===== config.mk =====
export PLATFORM = sky130hd
export DESIGN_NAME = controle_multiciclo
export DESIGN_NICKNAME = d
export VERILOG_FILES = /design/src/rtl/controle_multiciclo_pkg.sv /design/src/rtl/ctrl_wait_cnt.sv /design/src/rtl/controle_multiciclo.sv
export SDC_FILE = /design/constraint.sdc
export NUM_CORES = 1
export LEC_CHECK = 0
export ABC_AREA = 1
export CAP_MARGIN = 25
export CORE_MARGIN = 2
export CORE_UTILIZATION = 36
export CTS_BUF_LIST = sky130_fd_sc_hd__clkbuf_8
export DETAILED_ROUTE_END_ITERATION = 16
export GPL_TIMING_DRIVEN = 0
export PLACE_DENSITY = 0.68
export SLEW_MARGIN = 20
export SYNTH_ARGS = -nofsm -noshare
export SYNTH_HDL_FRONTEND = slang
export SYNTH_SLANG_ARGS = --single-unit

===== constraint.sdc =====
create_clock -name clock -period 1.6 [get_ports clock]
set_clock_uncertainty 0.05 [all_clocks]
set_input_delay 0.24 -clock clock [delete_from_list [all_inputs] [get_ports clock]]
set_output_delay 0.24 -clock clock [all_outputs]
set_load 0.005 [all_outputs]

===== src/rtl/controle_multiciclo_pkg.sv =====
// rtl/controle_multiciclo_pkg.sv - shared state, opcode/funct and control-field encodings
package controle_multiciclo_pkg;

    typedef enum logic [4:0] {
        ST_FETCH  = 5'd0,
        ST_FWAIT  = 5'd1,
        ST_DECODE = 5'd2,
        ST_EXEC_R = 5'd3,
        ST_WB_R   = 5'd4,
        ST_EXEC_I = 5'd5,
        ST_WB_I   = 5'd6,
        ST_MADDR  = 5'd7,
        ST_MRD    = 5'd8,
        ST_MWAIT  = 5'd9,
        ST_WB_LW  = 5'd10,
        ST_MWR    = 5'd11,
        ST_BRANCH = 5'd12,
        ST_JUMP   = 5'd13,
        ST_EXC    = 5'd14
    } state_e;

    localparam logic [5:0] OP_RTYPE = 6'h00;
    localparam logic [5:0] OP_J     = 6'h02;
    localparam logic [5:0] OP_BEQ   = 6'h04;
    localparam logic [5:0] OP_BNE   = 6'h05;
    localparam logic [5:0] OP_ADDI  = 6'h08;
    localparam logic [5:0] OP_ADDIU = 6'h09;
    localparam logic [5:0] OP_SLTI  = 6'h0A;
    localparam logic [5:0] OP_LW    = 6'h23;
    localparam logic [5:0] OP_SW    = 6'h2B;

    localparam logic [5:0] FN_ADD = 6'h20;
    localparam logic [5:0] FN_SUB = 6'h22;
    localparam logic [5:0] FN_AND = 6'h24;
    localparam logic [5:0] FN_SLT = 6'h2A;

    localparam logic [2:0] ALU_ADD   = 3'd0;
    localparam logic [2:0] ALU_SUB   = 3'd1;
    localparam logic [2:0] ALU_FUNCT = 3'd2;
    localparam logic [2:0] ALU_SLT   = 3'd3;

    localparam logic [2:0] PCS_ALU    = 3'd0;
    localparam logic [2:0] PCS_ALUOUT = 3'd1;
    localparam logic [2:0] PCS_JUMP   = 3'd2;

    localparam logic [1:0] EXC_NONE    = 2'd0;
    localparam logic [1:0] EXC_ILLEGAL = 2'd1;
    localparam logic [1:0] EXC_OVF     = 2'd2;

    function automatic logic funct_supported(input logic [5:0] fn);
        return (fn == FN_ADD) || (fn == FN_SUB) || (fn == FN_AND) || (fn == FN_SLT);
    endfunction

endpackage


===== src/rtl/ctrl_wait_cnt.sv =====
// rtl/ctrl_wait_cnt.sv - memory wait-state down-counter with load, decrement and done flag
module ctrl_wait_cnt (
    input  logic       clock,
    input  logic       reset,
    input  logic       load,
    input  logic [3:0] load_val,
    input  logic       dec,
    output logic       done
);

    logic [3:0] count;

    always_ff @(posedge clock or negedge reset) begin
        if (!reset) begin
            count <= 4'd0;
        end else if (load) begin
            count <= load_val;
        end else if (dec && (count != 4'd0)) begin
            count <= count - 4'd1;
        end
    end

    assign done = (count == 4'd0);

endmodule


===== src/rtl/controle_multiciclo.sv =====
// rtl/controle_multiciclo.sv - multicycle MIPS-style control FSM; CTRL_OVF_EXC_EN enables overflow exceptions
module controle_multiciclo
    import controle_multiciclo_pkg::*;
#(
    parameter int         MEM_WAIT       = 1,
    parameter logic [2:0] EXC_VECTOR_SEL = 3'b011
) (
    input  logic       clock,
    input  logic       reset,
    input  logic [5:0] opcode,
    input  logic [5:0] funct,
    input  logic       zero,
    input  logic       overflow,
    output logic       pc_write,
    output logic       pc_write_cond,
    output logic       branch_ne,
    output logic       iord,
    output logic       mem_wr,
    output logic       ir_write,
    output logic       reg_write,
    output logic       ab_write,
    output logic       aluout_write,
    output logic       epc_write,
    output logic [1:0] alu_src_a,
    output logic [2:0] alu_src_b,
    output logic [2:0] alu_op,
    output logic [2:0] pc_source,
    output logic [1:0] reg_dst,
    output logic [1:0] mem_to_reg,
    output logic [1:0] exc_code,
    output logic [4:0] state
);

    localparam logic [4:0] FETCH  = ST_FETCH;
    localparam logic [4:0] FWAIT  = ST_FWAIT;
    localparam logic [4:0] DECODE = ST_DECODE;
    localparam logic [4:0] EXEC_R = ST_EXEC_R;
    localparam logic [4:0] WB_R   = ST_WB_R;
    localparam logic [4:0] EXEC_I = ST_EXEC_I;
    localparam logic [4:0] WB_I   = ST_WB_I;
    localparam logic [4:0] MADDR  = ST_MADDR;
    localparam logic [4:0] MRD    = ST_MRD;
    localparam logic [4:0] MWAIT  = ST_MWAIT;
    localparam logic [4:0] WB_LW  = ST_WB_LW;
    localparam logic [4:0] MWR    = ST_MWR;
    localparam logic [4:0] BRANCH = ST_BRANCH;
    localparam logic [4:0] JUMP   = ST_JUMP;
    localparam logic [4:0] EXC    = ST_EXC;

    localparam logic [3:0] WAIT_LOAD = 4'(MEM_WAIT - 1);

    logic [4:0] cur_state;
    logic [4:0] next_state;
    logic       run;
    logic [5:0] ir_op;
    logic [1:0] exc_r;
    logic [1:0] exc_next;
    logic       cnt_load;
    logic       cnt_dec;
    logic       cnt_done;

    // zero is consumed by the datapath's branch gating, not by the sequencer
    logic unused_inputs;
`ifdef CTRL_OVF_EXC_EN
    logic ir_arith;
    assign unused_inputs = zero;
`else
    assign unused_inputs = zero ^ overflow;
`endif

    ctrl_wait_cnt u_wait (
        .clock    (clock),
        .reset    (reset),
        .load     (cnt_load),
        .load_val (WAIT_LOAD),
        .dec      (cnt_dec),
        .done     (cnt_done)
    );

    always_comb begin
        next_state = cur_state;
        exc_next   = exc_r;
        cnt_load   = 1'b0;
        cnt_dec    = 1'b0;
        case (cur_state)
            FETCH: begin
                next_state = FWAIT;
                cnt_load   = 1'b1;
            end
            FWAIT: begin
                if (cnt_done) next_state = DECODE;
                else          cnt_dec    = 1'b1;
            end
            DECODE: begin
                if (opcode == OP_RTYPE && funct_supported(funct)) begin
                    next_state = EXEC_R;
                end else if (opcode == OP_ADDI || opcode == OP_ADDIU || opcode == OP_SLTI) begin
                    next_state = EXEC_I;
                end else if (opcode == OP_LW || opcode == OP_SW) begin
                    next_state = MADDR;
                end else if (opcode == OP_BEQ || opcode == OP_BNE) begin
                    next_state = BRANCH;
                end else if (opcode == OP_J) begin
                    next_state = JUMP;
                end else begin
                    next_state = EXC;
                    exc_next   = EXC_ILLEGAL;
                end
            end
            EXEC_R, EXEC_I: begin
                next_state = (cur_state == EXEC_R) ? WB_R : WB_I;
`ifdef CTRL_OVF_EXC_EN
                if (overflow && ir_arith) begin
                    next_state = EXC;
                    exc_next   = EXC_OVF;
                end
`endif
            end
            MADDR: begin
                next_state = (ir_op == OP_LW) ? MRD : MWR;
                cnt_load   = 1'b1;
            end
            MRD: begin
                next_state = MWAIT;
                cnt_load   = 1'b1;
            end
            MWAIT: begin
                if (cnt_done) next_state = WB_LW;
                else          cnt_dec    = 1'b1;
            end
            MWR: begin
                if (cnt_done) next_state = FETCH;
                else          cnt_dec    = 1'b1;
            end
            default: next_state = FETCH;
        endcase
    end

    // run stays low for the first edge after reset so FETCH outputs start one edge later
    always_ff @(posedge clock or negedge reset) begin
        if (!reset) begin
            cur_state <= FETCH;
            run       <= 1'b0;
            exc_r     <= EXC_NONE;
            ir_op     <= 6'd0;
        end else begin
            run <= 1'b1;
            if (run) begin
                cur_state <= next_state;
                exc_r     <= exc_next;
                if (cur_state == DECODE) ir_op <= opcode;
            end
        end
    end

`ifdef CTRL_OVF_EXC_EN
    always_ff @(posedge clock or negedge reset) begin
        if (!reset) begin
            ir_arith <= 1'b0;
        end else if (run && cur_state == DECODE) begin
            ir_arith <= (opcode == OP_RTYPE && (funct == FN_ADD || funct == FN_SUB)) ||
                        (opcode == OP_ADDI);
        end
    end
`endif

    always_comb begin
        pc_write      = 1'b0;
        pc_write_cond = 1'b0;
        branch_ne     = 1'b0;
        iord          = 1'b0;
        mem_wr        = 1'b0;
        ir_write      = 1'b0;
        reg_write     = 1'b0;
        ab_write      = 1'b0;
        aluout_write  = 1'b0;
        epc_write     = 1'b0;
        alu_src_a     = 2'd0;
        alu_src_b     = 3'd0;
        alu_op        = ALU_ADD;
        pc_source     = PCS_ALU;
        reg_dst       = 2'd0;
        mem_to_reg    = 2'd0;
        if (run) begin
            case (cur_state)
                FETCH: begin
                    alu_src_b = 3'd1;
                    pc_write  = 1'b1;
                end
                FWAIT: ir_write = cnt_done;
                DECODE: begin
                    ab_write     = 1'b1;
                    aluout_write = 1'b1;
                    alu_src_b    = 3'd3;
                end
                EXEC_R: begin
                    alu_src_a    = 2'd1;
                    alu_op       = ALU_FUNCT;
                    aluout_write = 1'b1;
                end
                WB_R: begin
                    reg_dst   = 2'd1;
                    reg_write = 1'b1;
                end
                EXEC_I, MADDR: begin
                    alu_src_a    = 2'd1;
                    alu_src_b    = 3'd2;
                    alu_op       = (cur_state == EXEC_I && ir_op == OP_SLTI) ? ALU_SLT : ALU_ADD;
                    aluout_write = 1'b1;
                end
                WB_I: reg_write = 1'b1;
                MRD: iord = 1'b1;
                WB_LW: begin
                    mem_to_reg = 2'd1;
                    reg_write  = 1'b1;
                end
                MWR: begin
                    iord   = 1'b1;
                    mem_wr = 1'b1;
                end
                BRANCH: begin
                    alu_src_a     = 2'd1;
                    alu_op        = ALU_SUB;
                    pc_write_cond = 1'b1;
                    pc_source     = PCS_ALUOUT;
                    branch_ne     = (ir_op == OP_BNE);
                end
                JUMP: begin
                    pc_write  = 1'b1;
                    pc_source = PCS_JUMP;
                end
                EXC: begin
                    epc_write = 1'b1;
                    pc_write  = 1'b1;
                    pc_source = EXC_VECTOR_SEL;
                end
                default: ;
            endcase
        end
    end

    assign exc_code = exc_r;
    assign state    = cur_state;

endmodule


==> results.py <==
metrics = {
    "status": {
        "outcome": "finished with violations",
        "violations": "setup timing",
    },
    "critical_path": {
        "path_cells": "inv_2 > nor2_4 > nand2_2 > nor4_4 > buf_4 > nor2_2 > nor2_2 > buf_2",
        "crit_slowest_cell": "dfrtp_2",
        "crit_path_start_kind": "register",
        "crit_top_cell": "nor2_2",
        "worst-setup-path-type": "reg2out",
        "cp_top_family": "simple AND/OR/NAND/NOR gates",
        "crit_path_end_kind": "primary output",
        "slowest_delay_ns": 0.42,
        "crit_required_ns": 1.31,
        "crit_fanout": 4,
        "path_buf_inv": 3,
        "cp.arrival_ns": 1.66,
    },
    "clock_tree": {
        "cts_tree": "done",
        "numCtsBuffers": 3,
        "clockBufferDepth": 2,
        "path_clk_slew_ns": 0.08,
        "cts-root-buf": "clkbuf_8",
        "cts.sinks": 16,
        "clock_latency_ns": 0.27,
        "hold_buffers": 0,
        "h-tree-depth": 1,
    },
    "yosys": {
        "yosys.area_share.adder": 0.0200,
        "yosysSeqAreaShare": 0.320,
        "synth_area_leaders": "dfrtp_1 (32%), nand2_1 (14%), nor2_1 (9.0%), inv_1 (6.0%), buf_4 (4.8%)",
        "syn_inst": 186,
        "ys_ff_latch": 16,
        "ys_types": 28,
        "synthesis.area_um2": 1250,
        "synth-main-ff-cell": "dfrtp_1",
        "avgSynthCellArea_um2": 6.73,
        "synthTopCellsByCount": "nand2_1 (47), nor2_1 (30), inv_1 (20), dfrtp_1 (16), nand3_1 (10)",
        "synth_compound_area_frac": 0.108,
        "synth_top_family_by_area": "simple AND/OR/NAND/NOR gates",
        "synth_edf_count": 0,
        "synth_top_cell_by_area": "dfrtp_1",
        "synth-simple-area-share": 0.390,
        "ys.warnings.count": 0,
        "synth.most_common_cell": "nand2_1",
        "async_reset_ff_frac": 1.00,
        "synth.top_cell.area_share": 0.320,
        "synthXorXnorAreaFrac": 0.0140,
        "muxShareOfSynthArea": 0,
    },
    "pwr": {
        "p_leak_nw": 1.28,
        "power_density_nw_per_um2": 1520,
        "finalPower_w": 0.00356,
        "ir_worst_vdd_v": 0.000567,
    },
    "cells_and_area": {
        "num_antenna_cells": 0,
        "synthToLayoutAreaGrowth_pct": 87.6,
        "drive_gt1_frac": 0.510,
        "nets": 307,
        "post-route-util": 0.703,
    },
    "grt": {
        "grt_pass1_vias": 1440,
        "grt_pass1_wl_um": 6760,
        "grt_max_degree": 17,
        "grt_overflow_total": 0,
        "antenna_found_initial": 0,
        "grt_usage": 0.216,
    },
    "die": {
        "die_h_um": 63.0,
        "die_w_um": 63.0,
        "coreArea_um2": 3340,
        "io_pins": 48,
        "initial_utilization": 0.375,
        "rows": 21,
        "dieArea_um2": 3960,
    },
    "worst_hold_path": {
        "hold_class": "in2async",
    },
    "placed_design": {
        "dp_hpwl_um": 2260,
        "io_buffers": 37,
        "post-place-ws_ns": -0.499,
        "place_congestion": 0.829,
    },
    "route": {
        "vias": 1607,
        "firstDrtPassIters": 4,
        "final_antenna_net_count": 0,
        "via_per_inst": 4.81,
        "routed_wl_um": 4640,
        "routedWlPerCell_um": 13.9,
        "drcViolationCount": 0,
        "drt-initial-drc-count": 116,
    },
    "sta": {
        "setup-tns-final_ns": -3.41,
        "maxSlewViolCount": 0,
        "tightest_slew_ns": 0.780,
        "rsz0062_at_grt": "true",
        "fmax_mhz": 513,
        "setup_viol": 20,
        "period_share": 1.22,
        "hold_viol": 0,
        "fin_crit_ns": 1.95,
        "max_slew_margin": 0.478,
        "fin_ws_ns": -0.351,
    },
    "run": {
        "maxCapViolations": 0,
    },
}
logic make-up after synthesis:
logic type      after synthesis
compound gates               21
flops                        16
fa+ha+maj                     2
other cells                   2
simple gates                106
xor+xnor                      2
buf+inv                      37
routing by layer:
layer  wire (µm)  part of all wire  vias up  global-route usage
met4         106             0.023        0              0.0500
met1        1870              0.40      745               0.259
met5           0                 0        -                   0
met3         261             0.056       16              0.0559
met2        2400              0.52       74               0.384
li1            -                 -      772                   -
cell type report:
class | count | area (µm²)
Tap cell | 46 | 57.6
Timing Repair Buffer | 91 | 744
Buffer | 10 | 86.3
Inverter | 27 | 113
Sequential cell | 16 | 405
Multi-Input combinational cell | 140 | 886
Fill cell | 275 | 990
Clock buffer | 4 | 55.1
final timing paths:
path,from,endpoint,slack (ns),depth (start not counted)
max in group asynchronous,reset,run,0.58,1
worst max register to register,state[1],state[2],-0.33,13
worst min register to register,exc_code[0],exc_code[0],0.44,2
worst min-delay path,reset,u_wait.count[3],0.37,1
min in group clock,exc_code[0],exc_code[0],0.44,2
worst max-delay path,state[2],alu_op[1],-0.35,8
cell usage in the layout, fill, tap and decap left out, drive strengths merged, types with 4 or more instances in the layout:
cell and instances:
clkbuf 6, buf 82, inv 26, o21ai 14, a21oi 4, dfrtp 16, clkdlybuf4s50 15, nor2 36
nand2 51, conb 9, nand3 10
registers in the layout, indices dropped and copies added, names as in the netlist:
signal        flops
exc_code          1
ir_op             6
state             4
u_wait.count      4
run               1
through the flow:
step           hold WS, ns  cells  instance area, µm²
3_5_place_dp         0.416    276                1710
4_1_cts              0.402    315                2110
3_3_place_gp         0.418    276                1710
2_1_floorplan       -0.106    193                1280
5_1_grt              0.438    334                2350
6_report             0.372    334                2350
power by group:
group | total (W) | switching, W | internal (W)
Combinational | 0.00243 | 0.00123 | 0.00121
Sequential | 0.000744 | 0.000182 | 0.000561
Clock | 0.000387 | 0.000168 | 0.000219
Total | 0.00356 | 0.00158 | 0.00199
timing repair:
item | in CTS | in global routing
gates resized for setup | 111 | 38
endpoints found under the setup margin | 19 | 27
pin swaps | 20 | 21
setup buffers | 38 | 21
No activity file was read; power rests on OpenSTA's default activity.
